## src/rtl/decoder_input_conditioner_if.sv

```systemverilog
// Valid/ready code channel from the input conditioner to the decoder.
// The master drives a settled code; the slave acknowledges it with code_ready.
interface decoder_input_conditioner_if #(
    parameter int unsigned WIDTH = 7
);
    logic [WIDTH-1:0] code_out;
    logic             code_valid;
    logic             code_ready;

    modport master (
        output code_out,
        output code_valid,
        input  code_ready
    );

    modport slave (
        input  code_out,
        input  code_valid,
        output code_ready
    );
endinterface

```

## src/rtl/decoder_input_conditioner.sv

```systemverilog
// Synchronises and debounces raw pad inputs and hands each newly settled code to the decoder
// through a single-entry valid/ready slot, flagging codes that overwrite an undelivered one.
module decoder_input_conditioner #(
    parameter int unsigned WIDTH           = 7,
    parameter int unsigned DEBOUNCE_CYCLES = 4
) (
    input  logic                         clock,
    input  logic                         reset_n,
    input  logic [WIDTH-1:0]             pins_in,
    decoder_input_conditioner_if.master  dec,
    output logic                         overrun,
    input  logic                         clear_overrun,
    output logic                         busy
);
    localparam int unsigned CntW = $clog2(DEBOUNCE_CYCLES + 1);
    localparam logic [CntW-1:0] CntOne  = CntW'(1);
    localparam logic [CntW-1:0] CntLast = CntW'(DEBOUNCE_CYCLES - 1);

    typedef enum logic {StIdle, StSettle} state_e;

    state_e            state_q, state_d;
    logic [WIDTH-1:0]  sync1_q, sync2_q;
    logic [WIDTH-1:0]  stable_q, stable_d;
    logic [WIDTH-1:0]  cand_q, cand_d;
    logic [CntW-1:0]   cnt_q, cnt_d;
    logic [WIDTH-1:0]  code_q, code_d;
    logic              valid_q, valid_d;
    logic              overrun_q, overrun_d;
    logic              accept;

    always_ff @(posedge clock or negedge reset_n) begin
        if (!reset_n) begin
            sync1_q   <= '0;
            sync2_q   <= '0;
            stable_q  <= '0;
            cand_q    <= '0;
            cnt_q     <= '0;
            state_q   <= StIdle;
            code_q    <= '0;
            valid_q   <= 1'b0;
            overrun_q <= 1'b0;
        end else begin
            sync1_q   <= pins_in;
            sync2_q   <= sync1_q;
            stable_q  <= stable_d;
            cand_q    <= cand_d;
            cnt_q     <= cnt_d;
            state_q   <= state_d;
            code_q    <= code_d;
            valid_q   <= valid_d;
            overrun_q <= overrun_d;
        end
    end

    // Debounce FSM: only sync2 is observed, priority order matters in StSettle.
    always_comb begin
        state_d  = state_q;
        stable_d = stable_q;
        cand_d   = cand_q;
        cnt_d    = cnt_q;
        accept   = 1'b0;
        unique case (state_q)
            StIdle: begin
                if (sync2_q != stable_q) begin
                    state_d = StSettle;
                    cand_d  = sync2_q;
                    cnt_d   = CntOne;
                end
            end
            StSettle: begin
                if (sync2_q == stable_q) begin
                    state_d = StIdle;
                end else if (sync2_q != cand_q) begin
                    cand_d = sync2_q;
                    cnt_d  = CntOne;
                end else if (cnt_q < CntLast) begin
                    cnt_d = cnt_q + CntOne;
                end else begin
                    accept   = 1'b1;
                    stable_d = cand_q;
                    state_d  = StIdle;
                end
            end
            default: state_d = StIdle;
        endcase
    end

    // Output slot: a new code always wins; it only counts as overrun if the old one was stuck.
    always_comb begin
        code_d    = code_q;
        valid_d   = valid_q;
        overrun_d = overrun_q;
        if (valid_q && dec.code_ready) begin
            valid_d = 1'b0;
        end
        if (clear_overrun) begin
            overrun_d = 1'b0;
        end
        if (accept) begin
            code_d  = cand_q;
            valid_d = 1'b1;
            if (valid_q && !dec.code_ready) begin
                overrun_d = 1'b1;
            end
        end
    end

    assign dec.code_out   = code_q;
    assign dec.code_valid = valid_q;
    assign overrun        = overrun_q;
    assign busy           = (state_q == StSettle);
endmodule

```

## src/flat_wrapper.sv

```systemverilog
// flat-port wrapper written by rule: the top's interface ports become plain ports
module decoder_input_conditioner_flat 
#(
    parameter int unsigned WIDTH           = 7,
    parameter int unsigned DEBOUNCE_CYCLES = 4
)
  (clock, reset_n, pins_in, overrun, clear_overrun, busy, dec_code_out, dec_code_valid, dec_code_ready);
  decoder_input_conditioner_if #(.WIDTH(WIDTH)) dec_i ();
  input  logic clock;
  input  logic reset_n;
  input  logic [WIDTH-1:0] pins_in;
  output logic overrun;
  input  logic clear_overrun;
  output logic busy;
  output wire logic [$bits(dec_i.code_out)-1:0] dec_code_out;
  output wire logic [$bits(dec_i.code_valid)-1:0] dec_code_valid;
  input wire logic [$bits(dec_i.code_ready)-1:0] dec_code_ready;
  assign dec_code_out = dec_i.code_out;
  assign dec_code_valid = dec_i.code_valid;
  assign dec_i.code_ready = dec_code_ready;
  decoder_input_conditioner #(.WIDTH(WIDTH), .DEBOUNCE_CYCLES(DEBOUNCE_CYCLES)) u_core (.clock(clock), .reset_n(reset_n), .pins_in(pins_in), .dec(dec_i), .overrun(overrun), .clear_overrun(clear_overrun), .busy(busy));
endmodule
```

## config.mk

```make
export PLATFORM = sky130hd
export DESIGN_NAME = decoder_input_conditioner_flat
export DESIGN_NICKNAME = d
export VERILOG_FILES = /design/src/rtl/decoder_input_conditioner_if.sv /design/src/rtl/decoder_input_conditioner.sv /design/src/flat_wrapper.sv
export SDC_FILE = /design/constraint.sdc
export NUM_CORES = 1
export LEC_CHECK = 0
export ABC_AREA = 1
export BUFFER_PORTS_ARGS = -buffer_cell sky130_fd_sc_hd__buf_2
export CAP_MARGIN = 10
export CORE_MARGIN = 8
export CORE_UTILIZATION = 45
export CTS_BUF_LIST = sky130_fd_sc_hd__clkbuf_4 sky130_fd_sc_hd__clkbuf_8
export DETAILED_ROUTE_END_ITERATION = 7
export PLACE_DENSITY = 0.69
export REMOVE_ABC_BUFFERS = 1
export SYNTH_ARGS = -nofsm -noshare
export SYNTH_HDL_FRONTEND = slang
export SYNTH_SLANG_ARGS = --single-unit
```

## constraint.sdc

```tcl
create_clock -name clock -period 1.83 [get_ports clock]
set_input_delay 0 -clock clock [delete_from_list [all_inputs] [get_ports clock]]
set_output_delay 0 -clock clock [all_outputs]
set_load 0.02 [all_outputs]
```

Yosys cells after proc, flatten, opt, wreduce, memory -nomap -nowiden
Index checks and enable logic that the tools add are counted.

Flip-flop bits (word level): 41. Output and inout port bits: 10. Logic and storage cells: 52.

Add/subtract/negate cells: 1. Order comparisons: 1. Equality and inequality tests: 7. Multiplexer cells: 23. Bitwise gates (word level): 4. Reduce and logical (&&, ||, !) cells: 7.

Operators with widths (number): two-way mux 7 bit (3); != test 7 bit (2); one-hot mux 7 bit (2 select lines) (1); two-way mux 1 bit (13); two-way mux 3 bit (4); equality test 7 bit (1); one-hot mux 3 bit (2 select lines) (1); AND reduction 3 bit (2); != test 2 bit, second input constant (2); NOT 1 bit (4); AND reduction 4 bit (1); adder 3 x 1 -> 3 bit, second input constant (1); less-than comparator 3 x 2 -> 1 bit, second input constant (1); != test 3 bit, second input constant (1); logical AND 1 bit (2); != test 2 x 1 -> 1 bit, second input constant (1); one-hot mux 1 bit (2 select lines) (1); nonzero test 2 bit (1); zero test 1 bit (1).

Depth between registers and ports, before layout
Word-level depth: 6. Mapped depth: 11.

Least setup slack after synthesis
Ideal clock, no wire load.

Kind: flip-flop to flip-flop. From: register u_core.state_q (netlist: u_core.busy). To: register u_core.code_q[3] (netlist: u_core.dec.code_out[3]). Data arrival time: 1.219 ns. Required time: 1.712 ns. Slack: 0.493 ns. Cell stages (with the launch flop): 9. Buffers on the path: 1. Clock period less this slack: 1.337 ns. Cells stage by stage: dfrtp_1 inv_1 a21oi_2 nand3_2 nor2_4 nand3_4 buf_6 nand2_1 nand2_1.

Cells in the longest elaborated chain, start to end: 1.

RTL lines: from (decl) (line decoder_input_conditioner.sv:21) `state_e state_q, state_d;`; from (signal assigned) (line decoder_input_conditioner.sv:38) `state_q <= StIdle;`; from (signal assigned) (line decoder_input_conditioner.sv:48) `state_q <= state_d;`; two-way mux 1 bit (line decoder_input_conditioner.sv:62) `unique case (state_q)`; to (signal assigned) (line decoder_input_conditioner.sv:49) `code_q <= code_d;`; to (decl) (line decoder_input_conditioner.sv:26) `logic [WIDTH-1:0] code_q, code_d;`.

Every way passes these cells. A chain may end at the register's enable or synchronous reset.

Worst setup path in the final report
From: register u_core.sync2_q[0]. To: register u_core.cand_q[1].

Cells in the longest elaborated chain, start to end: 3. Elaborated cells between the ends (all ways): 7.

RTL lines: from (decl) (line decoder_input_conditioner.sv:22) `logic [WIDTH-1:0] sync1_q, sync2_q;`; from (signal assigned) (line decoder_input_conditioner.sv:44) `sync2_q <= sync1_q;`; != test 7 bit, or another cell as far along (line decoder_input_conditioner.sv:73) `end else if (sync2_q != cand_q) begin`; != test 2 bit (no line) / != test 2 x 1 -> 1 bit (equally long branches); AND reduction 3 bit (no line) *; to (signal assigned) (line decoder_input_conditioner.sv:46) `cand_q <= cand_d;`; to (decl) (line decoder_input_conditioner.sv:24) `logic [WIDTH-1:0] cand_q, cand_d;`.

Mark *: on every way between the ends. The rest lies on a longest branch, timed or not.

==> flow_summary.yaml <==
route:
  postRouteAntennaNets: 0
  drt_iter0_markers: 76
  drc: 0
  wire_per_inst_um: 11.98
  firstDrtPassIters: 4
  routed_via_density: 4.606
  vias: 1331
  drt-total-wl_um: 3461
synth:
  yosysWarnings: 0
  ys_seq_area_share_pct: 56.32
  synth_edf_count: 0
  synth_seq_cells: 41
  ys_types: 24
  synthTopCellsByCount: "nand2_1, dfrtp_1, inv_1, nand4_1, o21ai_1"
  synth.most_common_cell: "nand2_1"
  netlist_instances: 203
  syn_area_mm2: 0.001822
  yosysTopAreaCellShare_pct: 56.32
  yosys-top-cells-area: "dfrtp_1, nand2_1, nand4_1"
  async_reset_ff_share_pct: 100.0
  synth_flop_cell: "dfrtp_1"
  yosysTopAreaCell: "dfrtp_1"
  synth_area_per_cell_um2: 8.974
global_route:
  grt_max_degree: 42
  grt_antenna_before_repair: 0
  grt_pass1_vias: 1236
  grt_pass1_wl_um: 5678
  overflow: 0
  groute.usage.overall_pct: 11.53
place:
  dpl.hpwl_um: 2385
  finalWeightedCongestion: 0.8248
  post-place-ws_ps: 326.5
  io_buffers: 20
sta:
  slew_violations: 0
  slew_headroom_pct: 81.28
  period_share_pct: 82.74
  rsz0062_at_grt: "no"
  timing.final.ws_setup_ps: 315.8
  finalClockSkew_ps: 3.688
  fin_tns_setup_ps: 0
  period_minus_slack_ps: 1514
  max_freq_mhz: 660.4
  setup_viol: 0
  tightestPinTransition_ps: 279.8
  finalHoldViolations: 0
die:
  die_w_um: 79.63
  ios: 21
  start_util_pct: 46.21
  row_count: 23
  core-area_mm2: 0.003943
  die_y_um: 79.63
  die-area_mm2: 0.006340
pwr:
  powerDensity_mw_per_mm2: 884.0
  max-vdd-ir-drop_mv: 0.7106
  leakage_nw: 1.201
  total_power_mw: 1.954
worst_setup_path:
  crit_fanout: 15
  critPathLaunchType: "flip-flop"
  cp_data_arrival_time_ps: 1730
  path_class: "reg -> reg"
  worstSetupEndpointType: "flip-flop"
  worstPathRequired_ps: 2040
clocking:
  clk_pin_slew_ps: 80
  cts_tree: "built"
  htreeDepth: 2
  clock_path_buffers: 2
  cts_inserted_buffers: 5
  clockRootBuffer: "clkbuf_8"
  clk_latency_ps: 290
  cts_sinks: 41
status:
  status: "complete, no violations"
run:
  cap_viol_max_count: 0
layout:
  drive_gt1_share_pct: 20.92
  diodes: 0
  fin_nets: 250
  syn2layout_area_growth_pct: 21.36
hold_path:
  worstHoldPathType: "in -> async"
-- cell families after synthesis --
kind of cell | count (synthesis) | synth area share [%]
AND/OR/NAND/NOR | 114 | 28.57
flip-flops | 41 | 56.32
buffers and inverters | 27 | 6.662
AO/OA/AOI/OAI | 12 | 3.915
XOR/XNOR | 8 | 3.846
adder cells (fa/ha/maj) | 1 | 0.6867
-- routing by layer --
| layer | vias up | wire length (um) | track usage, % |
|---|---|---|---|
| li1 | 702 | - | - |
| met1 | 602 | 1693 | 14.56 |
| met2 | 21 | 1557 | 17.20 |
| met3 | 6 | 144 | 3.941 |
| met4 | 0 | 65 | 5.556 |
| met5 | - | 0 | 0 |
-- layout by cell type, fill, tap and decap left out, types with 2 or more instances in the layout --
cell type       n
dfrtp_1        41
nor2_2          3
xor2_1          2
clkbuf_8        5
inv_1          15
nand2_1        84
nor2_1          5
nand3_1         3
dlygate4sd3_1  10
o21ai_1         8
nor2_4          2
nand4_1        12
bufinv_16       2
buf_2          20
inv_2           7
xnor2_1         6
a21oi_2         2
nand3_2         2
-- flip-flops by register name (all words and copies together), names as in the netlist --
| name | flops |
|---|---|
| u_core.dec.code_valid | 1 |
| u_core.cand_q | 7 |
| u_core.sync1_q | 7 |
| u_core.sync2_q | 7 |
| u_core.dec.code_out | 7 |
| u_core.stable_q | 7 |
| u_core.overrun | 1 |
| u_core.busy | 1 |
| u_core.cnt_q | 3 |
-- critical path: stages (launching register included) --
cell	delay, ps
dfrtp_1	440
xnor2_1	160
nand2_1	110
nor2_4	150
nand2_4	140
nand2_2	270
nand2_1	80
o21ai_1	80
-- final timing paths --
check | cells past startpoint | slack (ps) | end | startpoint
setup / recovery | 7 | 320 | u_core.cand_q[1]$_DFFE_PN0P_ | u_core.sync2_q[0]$_DFF_PN0_
hold / removal | 3 | 190 | u_core.sync1_q[5]$_DFF_PN0_ | reset_n
setup reg to reg | 7 | 320 | u_core.cand_q[1]$_DFFE_PN0P_ | u_core.sync2_q[0]$_DFF_PN0_
hold reg to reg | 0 | 350 | u_core.sync2_q[0]$_DFF_PN0_ | u_core.sync1_q[0]$_DFF_PN0_
max in group asynchronous | 3 | 1430 | u_core.cand_q[1]$_DFFE_PN0P_ | reset_n
min in group clock | 2 | 340 | u_core.sync1_q[5]$_DFF_PN0_ | pins_in[5]
-- repair_timing --
item	4_1_cts	5_1_grt
gates resized for setup	0	0
setup buffers	0	0
endpoints found under the hold margin	50	0
hold buffers	10	0
-- metrics by stage --
stage	std cells	utilization (%)	cell area [um^2]	hold WS, ps
detailed placement	271	50.14	1977	-11.84
global route	289	56.08	2211	230.0
CTS	289	56.08	2211	207.5
finish	289	56.08	2211	191.6
global placement	271	50.14	1977	-13.15
floorplan	199	-	1787	-295.6
-- power breakdown --
| group | total, mW | internal, mW | switching (mW) |
|---|---|---|---|
| Clock | 0.847 | 0.542 | 0.305 |
| Sequential | 0.962 | 0.934 | 0.0272 |
| Combinational | 0.146 | 0.0630 | 0.0832 |
| Total | 1.95 | 1.54 | 0.415 |
-- layout make-up --
class | count | area, um^2
inverter | 23 | 86.33
tap | 50 | 62.56
sequential | 41 | 1026
clock buffer | 5 | 68.82
clock inverter | 3 | 65.06
timing repair buffer | 32 | 227.7
fill | 343 | 1732
multi-input combinational | 135 | 674.4
Power figures use the tool's default switching activity.
